<file path="config.mk">
export PLATFORM = sky130hd
export DESIGN_NAME = map_tile_store
export DESIGN_NICKNAME = d
export VERILOG_FILES = /design/src/rtl/map_pkg.sv /design/src/rtl/map_default_rom.sv /design/src/rtl/map_tile_store.sv
export SDC_FILE = /design/constraint.sdc
export NUM_CORES = 2
export LEC_CHECK = 0
export BUFFER_PORTS_ARGS = -buffer_cell sky130_fd_sc_hd__buf_4
export CORE_UTILIZATION = 40
export CTS_BUF_LIST = sky130_fd_sc_hd__clkbuf_16
export DETAILED_ROUTE_END_ITERATION = 8
export GPL_ROUTABILITY_DRIVEN = 0
export SLEW_MARGIN = 20
export SYNTH_ARGS = -nofsm -noshare
export SYNTH_HDL_FRONTEND = slang
export SYNTH_SLANG_ARGS = --single-unit
</file>
<file path="constraint.sdc">
create_clock -name clk -period 30 [get_ports clk]
set_input_delay 6 -clock clk [delete_from_list [all_inputs] [get_ports clk]]
set_output_delay 6 -clock clk [all_outputs]
set_load 0.01 [all_outputs]
</file>
<file path="src/rtl/map_pkg.sv">
// Shared sprite codes, default maze geometry and cell address helper for the tile store.
package map_pkg;

  localparam int MAP_W_DEF    = 21;
  localparam int MAP_H_DEF    = 21;
  localparam int MAP_SPRITE_W = 3;
  localparam int MAP_COORD_W  = 5;

  localparam logic [MAP_SPRITE_W-1:0] SPR_EMPTY  = 3'd0;
  localparam logic [MAP_SPRITE_W-1:0] SPR_PELLET = 3'd1;
  localparam logic [MAP_SPRITE_W-1:0] SPR_WALL   = 3'd2;

  // Row-major cell index; callers range-check the coordinates first.
  function automatic logic [31:0] map_addr(input logic [MAP_COORD_W-1:0] x,
                                           input logic [MAP_COORD_W-1:0] y,
                                           input int unsigned w);
    return 32'(y) * w + 32'(x);
  endfunction

endpackage

</file>
<file path="src/rtl/map_default_rom.sv">
// Default tile for each cell address: border walls with pellets inside.
// Combinational, zero latency.
// No handshake, never stalls.
module map_default_rom
  import map_pkg::*;
#(
  parameter int                    MAP_W     = MAP_W_DEF,
  parameter int                    MAP_H     = MAP_H_DEF,
  parameter int                    SPRITE_W  = MAP_SPRITE_W,
  parameter logic [SPRITE_W-1:0]   PELLET    = SPRITE_W'(SPR_PELLET),
  parameter logic [SPRITE_W-1:0]   WALL      = SPRITE_W'(SPR_WALL),
  parameter string                 INIT_FILE = "",
  localparam int                   N         = MAP_W * MAP_H,
  localparam int                   ADDR_W    = $clog2(N)
) (
  input  logic [ADDR_W-1:0]   i_addr,
  output logic [SPRITE_W-1:0] o_tile
);

    logic [ADDR_W-1:0] w_x;
    logic [ADDR_W-1:0] w_y;

    assign w_x = i_addr % ADDR_W'(MAP_W);
    assign w_y = i_addr / ADDR_W'(MAP_W);

    always_comb begin
        if (32'(i_addr) >= 32'(N)) begin
            o_tile = SPRITE_W'(SPR_EMPTY);
        end else if (w_x == '0 || w_x == ADDR_W'(MAP_W - 1) ||
                     w_y == '0 || w_y == ADDR_W'(MAP_H - 1)) begin
            o_tile = WALL;
        end else begin
            o_tile = PELLET;
        end
    end

endmodule

</file>
<file path="src/rtl/map_tile_store.sv">
// Maze tile RAM: handshaked port A (read acks t+2, write t+3, range error t+1), registered port B read.
// Port A requests outside IDLE are ignored and must be held until a_ack; port B never stalls.
module map_tile_store
  import map_pkg::*;
#(
  parameter int                    MAP_W     = MAP_W_DEF,
  parameter int                    MAP_H     = MAP_H_DEF,
  parameter int                    SPRITE_W  = MAP_SPRITE_W,
  parameter logic [SPRITE_W-1:0]   PELLET    = SPRITE_W'(SPR_PELLET),
  parameter logic [SPRITE_W-1:0]   WALL      = SPRITE_W'(SPR_WALL),
  parameter string                 INIT_FILE = "",
  localparam int                   N         = MAP_W * MAP_H,
  localparam int                   ADDR_W    = $clog2(N),
  localparam int                   CNT_W     = ADDR_W + 1
) (
  input  logic                   clk,
  input  logic                   reset,
  input  logic                   reinit,
  output logic                   busy,
  input  logic                   a_req,
  input  logic                   a_we,
  input  logic [MAP_COORD_W-1:0] a_x,
  input  logic [MAP_COORD_W-1:0] a_y,
  input  logic [SPRITE_W-1:0]    a_wdata,
  output logic                   a_ready,
  output logic                   a_ack,
  output logic                   a_err,
  output logic [SPRITE_W-1:0]    a_rdata,
  input  logic [MAP_COORD_W-1:0] b_x,
  input  logic [MAP_COORD_W-1:0] b_y,
  output logic [SPRITE_W-1:0]    b_rdata,
  output logic [CNT_W-1:0]       pellets_left,
  output logic                   level_clear
);

  localparam logic [2:0] S_INIT = 3'd0;
  localparam logic [2:0] S_IDLE = 3'd1;
  localparam logic [2:0] S_RD   = 3'd2;
  localparam logic [2:0] S_WR   = 3'd3;
  localparam logic [2:0] S_ACK  = 3'd4;

  logic [2:0]             r_state;
  logic [ADDR_W-1:0]      r_init_addr;
  logic [MAP_COORD_W-1:0] r_ax;
  logic [MAP_COORD_W-1:0] r_ay;
  logic                   r_we;
  logic [SPRITE_W-1:0]    r_wdata;
  logic [SPRITE_W-1:0]    r_old;
  logic                   r_err;
  logic [CNT_W-1:0]       r_pellets;
  logic [SPRITE_W-1:0]    r_b_rdata;
  logic [SPRITE_W-1:0]    r_mem [N];

  logic [SPRITE_W-1:0]    w_def_tile;
  logic [ADDR_W-1:0]      w_a_addr;
  logic [ADDR_W-1:0]      w_b_addr;
  logic                   w_a_in_range;
  logic                   w_b_in_range;
  logic                   w_ram_we;
  logic [ADDR_W-1:0]      w_ram_waddr;
  logic [SPRITE_W-1:0]    w_ram_wdata;
  logic                   w_dec;
  logic                   w_inc;

  map_default_rom #(
    .MAP_W     (MAP_W),
    .MAP_H     (MAP_H),
    .SPRITE_W  (SPRITE_W),
    .PELLET    (PELLET),
    .WALL      (WALL),
    .INIT_FILE (INIT_FILE)
  ) u_rom (
    .i_addr (r_init_addr),
    .o_tile (w_def_tile)
  );

  assign w_a_in_range = (32'(a_x) < 32'(MAP_W)) && (32'(a_y) < 32'(MAP_H));
  assign w_b_in_range = (32'(b_x) < 32'(MAP_W)) && (32'(b_y) < 32'(MAP_H));
  assign w_a_addr     = ADDR_W'(map_addr(r_ax, r_ay, MAP_W));
  assign w_b_addr     = ADDR_W'(map_addr(b_x, b_y, MAP_W));

  // The init sweep and the WR state share the single port-A write path.
  assign w_ram_we    = !reset && !reinit && (r_state == S_INIT || r_state == S_WR);
  assign w_ram_waddr = (r_state == S_INIT) ? r_init_addr : w_a_addr;
  assign w_ram_wdata = (r_state == S_INIT) ? w_def_tile : r_wdata;

  assign w_dec = (r_state == S_WR) && (r_old == PELLET) && (r_wdata != PELLET);
  assign w_inc = (r_state == S_WR) && (r_old != PELLET) && (r_wdata == PELLET);

  always_ff @(posedge clk) begin
    if (w_ram_we) begin
      r_mem[w_ram_waddr] <= w_ram_wdata;
    end
  end

  // Same-cycle A write and B read of one cell return the pre-write value to B.
  always_ff @(posedge clk) begin
    if (reset) begin
      r_b_rdata <= '0;
    end else if (r_state == S_INIT || !w_b_in_range) begin
      r_b_rdata <= '0;
    end else begin
      r_b_rdata <= r_mem[w_b_addr];
    end
  end

  always_ff @(posedge clk) begin
    if (reset || reinit) begin
      r_state     <= S_INIT;
      r_init_addr <= '0;
      r_pellets   <= '0;
      r_err       <= 1'b0;
      r_old       <= '0;
      r_ax        <= '0;
      r_ay        <= '0;
      r_we        <= 1'b0;
      r_wdata     <= '0;
    end else begin
      case (r_state)
        S_INIT: begin
          if (w_def_tile == PELLET) begin
            r_pellets <= r_pellets + CNT_W'(1);
          end
          if (r_init_addr == ADDR_W'(N - 1)) begin
            r_state <= S_IDLE;
          end else begin
            r_init_addr <= r_init_addr + ADDR_W'(1);
          end
        end
        S_IDLE: begin
          if (a_req) begin
            r_ax    <= a_x;
            r_ay    <= a_y;
            r_we    <= a_we;
            r_wdata <= a_wdata;
            if (w_a_in_range) begin
              r_err   <= 1'b0;
              r_state <= S_RD;
            end else begin
              r_err   <= 1'b1;
              r_old   <= '0;
              r_state <= S_ACK;
            end
          end
        end
        S_RD: begin
          r_old   <= r_mem[w_a_addr];
          r_state <= r_we ? S_WR : S_ACK;
        end
        S_WR: begin
          if (w_dec) begin
            r_pellets <= r_pellets - CNT_W'(1);
          end else if (w_inc) begin
            r_pellets <= r_pellets + CNT_W'(1);
          end
          r_state <= S_ACK;
        end
        S_ACK:   r_state <= S_IDLE;
        default: r_state <= S_IDLE;
      endcase
    end
  end

  a_no_underflow: assert property (@(posedge clk) disable iff (reset || reinit)
    w_dec |-> (r_pellets != '0));

  assign busy         = (r_state == S_INIT);
  assign a_ready      = (r_state == S_IDLE);
  assign a_ack        = (r_state == S_ACK);
  assign a_err        = r_err;
  assign a_rdata      = r_old;
  assign b_rdata      = r_b_rdata;
  assign pellets_left = r_pellets;
  assign level_clear  = (r_pellets == '0) && !busy;

endmodule
</file>
# Yosys cells after proc, flatten, opt, wreduce, memory -nomap -nowiden
# Memories as Yosys holds them, arrays and structs flattened. A register that Yosys moved wholly into a read port is not among the register bits.
# Cells that the tools add are included.
[word_totals]
output_inout_bits = 21
mem_count = 1
wordCells = 92
ff_bits = 40
mem_bits_rw = 1323
[op_classes]
add_sub_neg = 5
order_cmp = 5
n_eq_ne = 17
muxes = 19
div_mod_pow = 2
n_bitwise = 1
reduce_logical = 31
n_mul = 2
[mem_list]
columns = ["memory", "depth", "word_bits", "read_ports", "rd_clocked_by_memory_dff", "write_ports", "line_no", "source"]
rows = [
  ["r_mem", 441, 3, 2, 1, 1, "map_tile_store.sv:52", "logic [SPRITE_W-1:0] r_mem [N];"],
]
[op_table]
columns = ["cell", "count"]
rows = [
  ["two-way mux 10 bit", 3],
  ["two-way mux 3 bit", 8],
  ["< comparator 5 bit (second input constant)", 4],
  ["case mux 10 bit (2 select lines)", 1],
  ["adder 9 x 5 -> 9 bit", 2],
  ["== test 9 x 5 -> 1 bit (second input constant)", 2],
  ["logical NOT 9 bit", 2],
  ["multiplier 5 x 5 -> 9 bit (second input constant)", 2],
  ["== test 3 x 1 -> 1 bit (second input constant)", 4],
  ["case mux 3 bit (4 select lines)", 1],
  ["adder 10 x 1 -> 10 bit (second input constant)", 1],
  ["logical NOT 10 bit", 1],
  ["subtractor 10 x 1 -> 10 bit (second input constant)", 1],
  ["adder 9 x 1 -> 9 bit (second input constant)", 1],
  ["divider 9 x 5 -> 9 bit (second input constant)", 1],
  ["== test 9 bit (second input constant)", 1],
  ["greater-or-equal comparator 9 bit (second input constant)", 1],
  ["logical AND 1 bit", 9],
  ["modulo 9 x 5 -> 9 bit (second input constant)", 1],
  ["two-way mux 9 bit", 1],
  ["== test 3 x 2 -> 1 bit (second input constant)", 2],
  ["logical OR 1 bit", 6],
  ["!= test 3 x 1 -> 1 bit (second input constant)", 2],
  ["case mux 3 bit (2 select lines)", 1],
  ["other kinds (13)", 24],
]

# Depth between registers and ports, before layout
[logic_depth]
ltp_word = 10
depth_mapped = 22

# Hierarchy
# A second synthesis with hierarchy kept.
[hier_totals]
cells_unflattened = 4092
hier_area_um2 = 68046.5
[by_module_without_submodules]
columns = ["mod", "instances", "cells_per_inst", "area_each_um2"]
rows = [
  ["map_tile_store", 1, 3892, 66647.7],
  ["map_default_rom", 1, 200, 1398.8],
]

# Worst setup path before layout
# OpenSTA, ideal clock, no wires.
[synth_timing]
kind = "register -> register"
start = "register r_init_addr[3]"
end = "memory r_mem[0][0] (netlist name) (data pin)"
stages_incl_launch_ff = 18
arrival_ns = 14.493
required_ns = 27.644
setup_slack_ns = 13.151
cell_sequence = "dfxtp_1 > buf_2 > and3b_1 > a22o_1 > o31ai_1 > nand2_1 > a21oi_1 > xnor2_1 > ha_1 > and3_1 > o41a_1 > o211a_1 > a211oi_4 > nand2_2 > nor4_1 > o2111ai_1 > a21o_1 > o21ai_1"
[synth_via]
elab_chain_len = 8
word_cells_on_any_way = 13
[synth_rtl]
columns = ["element", "line_no", "source"]
rows = [
  ["start: declaration", "map_tile_store.sv:43", "logic [ADDR_W-1:0] r_init_addr;"],
  ["start signal: assignment", "map_tile_store.sv:127", "r_init_addr <= r_init_addr + ADDR_W'(1);"],
  ["modulo 9 x 5 -> 9 bit", "map_default_rom.sv:23", "assign w_x = i_addr % ADDR_W'(MAP_W);"],
  ["== test 9 x 5 -> 1 bit / logical NOT 9 bit (equally long branches)", "map_default_rom.sv:29", "end else if (w_x == '0 || w_x == ADDR_W'(MAP_W - 1) ||"],
  ["logical OR 1 bit (2 in series)", "map_default_rom.sv:29", ""],
  ["logical OR 1 bit", "map_default_rom.sv:30", "w_y == '0 || w_y == ADDR_W'(MAP_H - 1)) begin"],
  ["two-way mux 2 bit", "map_default_rom.sv:29", ""],
  ["two-way mux 3 bit (*)", "map_default_rom.sv:27", "if (32'(i_addr) >= 32'(N)) begin"],
  ["two-way mux 3 bit (*)", "map_tile_store.sv:85", "assign w_ram_wdata = (r_state == S_INIT) ? w_def_tile : r_wdata;"],
  ["named net w_ram_wdata[0]", "map_tile_store.sv:61", "logic [SPRITE_W-1:0] w_ram_wdata;"],
  ["end: declaration", "map_tile_store.sv:52", ""],
]
# The timed path passes the listed nets; every way through them passes the cells marked *.

# Worst setup path in the final report
[layout_timing]
start = "input port b_y[3]"
end = "register r_b_rdata[0], in the netlist b_rdata[0], read port of r_mem"
[layout_via]
elab_chain_len = 5
word_cells_on_any_way = 7
[layout_rtl]
columns = ["element", "line_no", "source"]
rows = [
  ["start: declaration", "map_tile_store.sv:30", "input logic [MAP_COORD_W-1:0] b_y,"],
  ["branches (longest 5 deep; another with multiplier 5 x 5 -> 9 bit)", "--", ""],
  ["end: declaration", "map_tile_store.sv:51", "logic [SPRITE_W-1:0] r_b_rdata;"],
]
# Parallel ways; which one is timed is not known.
# A chain may end at the register's enable or synchronous reset.

==> results.py <==
metrics = {
    "synth": {
        "synth-edff-count": 1323,
        "synth-xor-area-share": 0.00336,
        "ys.flop_type": "edfxtp_1",
        "synthAdderAreaFrac": 0.0132,
        "yosys_warnings": 0,
        "yosys.area_share.simple": 0.0508,
        "synth.avg_cell_area_um2": 18.0,
        "postSynthNetCount": 3872,
        "synth_compound_area_frac": 0.0274,
        "muxShareOfSynthArea": 0.286,
        "synth.distinct_cells": 87,
        "synth_top_family_by_area": "multiplexers",
        "syn_area_um2": 67800,
        "syn-instance-count": 3777,
        "ys_ff_latch": 1366,
        "ys_seq_area_frac": 0.599,
        "async_flop_share": 0,
    },
    "power": {
        "leakage_nw": 22.5,
        "ir_drop_mv": 0.0508,
        "power.density_nw_per_um2": 58.1,
    },
    "cts": {
        "clk_latency_ns": 0.79,
        "clkTransAtPathRegs_ns": 0.06,
        "cts_tree": "done",
        "cts-resized-gates": 0,
        "clkSinkCount": 1366,
        "post_cts_buffers": 0,
        "clockBufferDepth": 3,
        "root_buffer": "clkbuf_16",
        "cts_made_buffers": 151,
        "cts_hold_buf": 0,
        "cts.htree.levels": 4,
    },
    "die": {
        "die_y_um": 414,
        "num_rows": 150,
        "start_util": 0.404,
        "die_width_um": 414,
        "coreArea_um2": 168000,
        "boundaryPins": 49,
        "dieArea_um2": 171000,
    },
    "detailed_routing": {
        "drt-total-wl_um": 194000,
        "drcViolationCount": 0,
        "drtPass1Iterations": 6,
        "first_iter_violations": 4652,
        "drtAntennaViolNets": 0,
        "viasPerCell": 6.36,
        "wl_per_cell_um": 32.0,
        "vias": 38500,
    },
    "run": {
        "drv_cap": 0,
    },
    "critical_path": {
        "crit_type": "in -> reg",
        "cp_max_fo": 48,
        "r2r_slack_ns": 21.78,
        "cp-startpoint": "b_y[3]",
        "required_ns": 30.66,
        "cp-start-kind": "input pin",
        "r2r-end": "r_mem[293][1]",
        "r2r-start": "r_init_addr[6]",
        "cp-endpoint": "b_rdata[0]",
        "rr_worst_depth": 18,
        "end_kind": "flop",
        "crit_arrival_ns": 11.40,
    },
    "sta": {
        "relSlewSlack": 0.178,
        "period_share": 0.358,
        "tns_ns": 0,
        "hold_viol_final": 0,
        "finalSetupViolCount": 0,
        "period_needed_ns": 10.74,
        "rsz0062_at_grt": "false",
        "tightestPinTransition_ns": 1.23,
        "timing.final.max_slew_violations": 0,
        "max_freq_mhz": 93.1,
        "finClkSkew_ns": 0.0313,
    },
    "global_routing": {
        "grt_pass1_vias": 38800,
        "grt-ovfl-total": 0,
        "grt_antenna_before_repair": 8,
        "grt_use_total": 0.229,
        "grt_max_degree": 207,
        "grt_pass1_wl_um": 281000,
    },
    "finish": {
        "n_fill_cell": 14400,
        "drive_gt1_frac": 0.320,
        "nets": 3832,
        "area_delta_synth_final_pct": 11.1,
        "fin_util": 0.449,
    },
    "placed_design": {
        "dp_hpwl_um": 113000,
        "portBuffers": 48,
    },
    "run_status": {
        "status": "complete, no violations",
    },
    "min_path": {
        "hp-class": "reg -> reg",
    },
}
-- registers in the layout, indices dropped and copies added, names as in the netlist --
signal,flops
r_init_addr,9
r_ax,5
r_wdata,3
r_mem,1323
r_state,3
pellets_left,10
r_ay,5
a_rdata,3
r_we,1
b_rdata,3
a_err,1
-- Yosys cell counts, drive strengths merged, types with 8 or more instances --
cell,number,area (um2)
a211oi,33,270
a21oi,55,279
and2,26,163
mux2i,32,320
nor3,12,60.1
nand3,16,80.1
and3,11,68.8
o21a,8,60.1
ha,59,738
a21o,8,60.1
a31oi,21,131
a22oi,11,108
edfxtp,1323,39700
dfxtp,43,861
o21ai,37,196
inv,52,195
clkbuf,192,721
fa,8,160
xnor2,21,184
or3,17,106
nor2b,12,75.1
nor3b,12,90.1
buf,112,458
nor2,502,1880
mux4,846,19100
nand2,179,682
o31ai,11,87.6
nand2b,8,50.1
-- routing by layer --
layer | track usage | vias up | share of wire
met5 | 0 | - | 0.00014
met4 | 0.0652 | 4 | 0.027
met3 | 0.0486 | 287 | 0.077
met2 | 0.368 | 1685 | 0.49
met1 | 0.314 | 20900 | 0.41
li1 | - | 15700 | -
-- cell usage in the layout (no fill, tap or decap), types with 9 or more instances in the layout --
cell type and n:
and2_1 25, edfxtp_1 1323, a211oi_1 30, buf_4 102, clkinv_1 25, nand2_4 13
nor3_1 12, xnor2_1 15, and3_1 11, dfxtp_1 43, a21oi_1 54, or3_1 17
mux2i_1 31, nand3_1 16, o21ai_0 25, nor3b_1 12, o21ai_1 9, nor2b_1 12
bufinv_16 10, mux4_2 846, a31oi_1 21, inv_1 86, o31ai_1 10, ha_1 53
nand2_1 161, clkbuf_16 155, nor2_1 502, clkinv_2 23
-- worst max-delay path: stages --
cell	delay (ns)
buf_4	0.13
ha_1	0.27
ha_1	0.27
inv_1	0.05
fa_1	0.53
fa_4	1.40
buf_4	0.80
mux4_2	0.44
mux4_2	0.54
mux2i_1	0.43
o21ai_0	0.16
a21oi_1	0.20
nor2_1	0.05
-- how the worst min path moves through the flow --
| stage | depth (start not counted) | slack, ns | from | end |
|---|---|---|---|---|
| global placement | 2 | 0.46 | r_ax[2] | r_ax[2] |
| global route | 2 | 0.49 | r_ax[2] | r_ax[2] |
| floorplan | 2 | 0.44 | r_ax[0] | r_ax[0] |
| detailed placement | 2 | 0.46 | r_ax[3] | r_ax[3] |
| CTS | 2 | 0.47 | r_ax[2] | r_ax[2] |
| finish | 2 | 0.47 | r_ax[2] | r_ax[2] |
-- per-stage QoR --
step	area (um2)	instances	total power [mW]	hold WS (ns)	worst slack, ns
6_report	75400	6057	4.38	0.468	19.26
4_1_cts	75400	6055	4.41	0.472	19.35
2_1_floorplan	67800	3777	2.44	0.441	13.15
5_1_grt	75400	6055	4.49	0.495	19.13
3_3_place_gp	70600	5788	2.62	0.456	18.52
3_5_place_dp	70600	5788	2.63	0.463	18.52
-- power breakdown --
| group | internal, mW | switching (mW) | total [mW] |
|---|---|---|---|
| clock network | 1.02 | 0.773 | 1.80 |
| logic | 0.238 | 0.286 | 0.525 |
| registers | 2.06 | 0.000594 | 2.06 |
-- logic make-up after synthesis --
kind of cell               after synthesis
DFF                                   1366
muxes                                  881
and+or+nand+nor                        820
buffers and inverters                  359
AOI/OAI and AO/OA                      258
adders and majority gates               67
xor gates and xnor gates                26
-- layout make-up --
class / instances / area (um2) / share of cell area
antenna: 2 / 5.00 / 0.0000664
clock buffer: 155 / 3880 / 0.0515
clock inverter: 112 / 860 / 0.0114
inverter: 55 / 206 / 0.00274
multi-input combinational: 2052 / 26100 / 0.347
sequential: 1366 / 40600 / 0.539
tap: 2204 / 2760 / 0.0366
timing repair buffer: 111 / 937 / 0.0124
(Power assumes the default switching activity.)
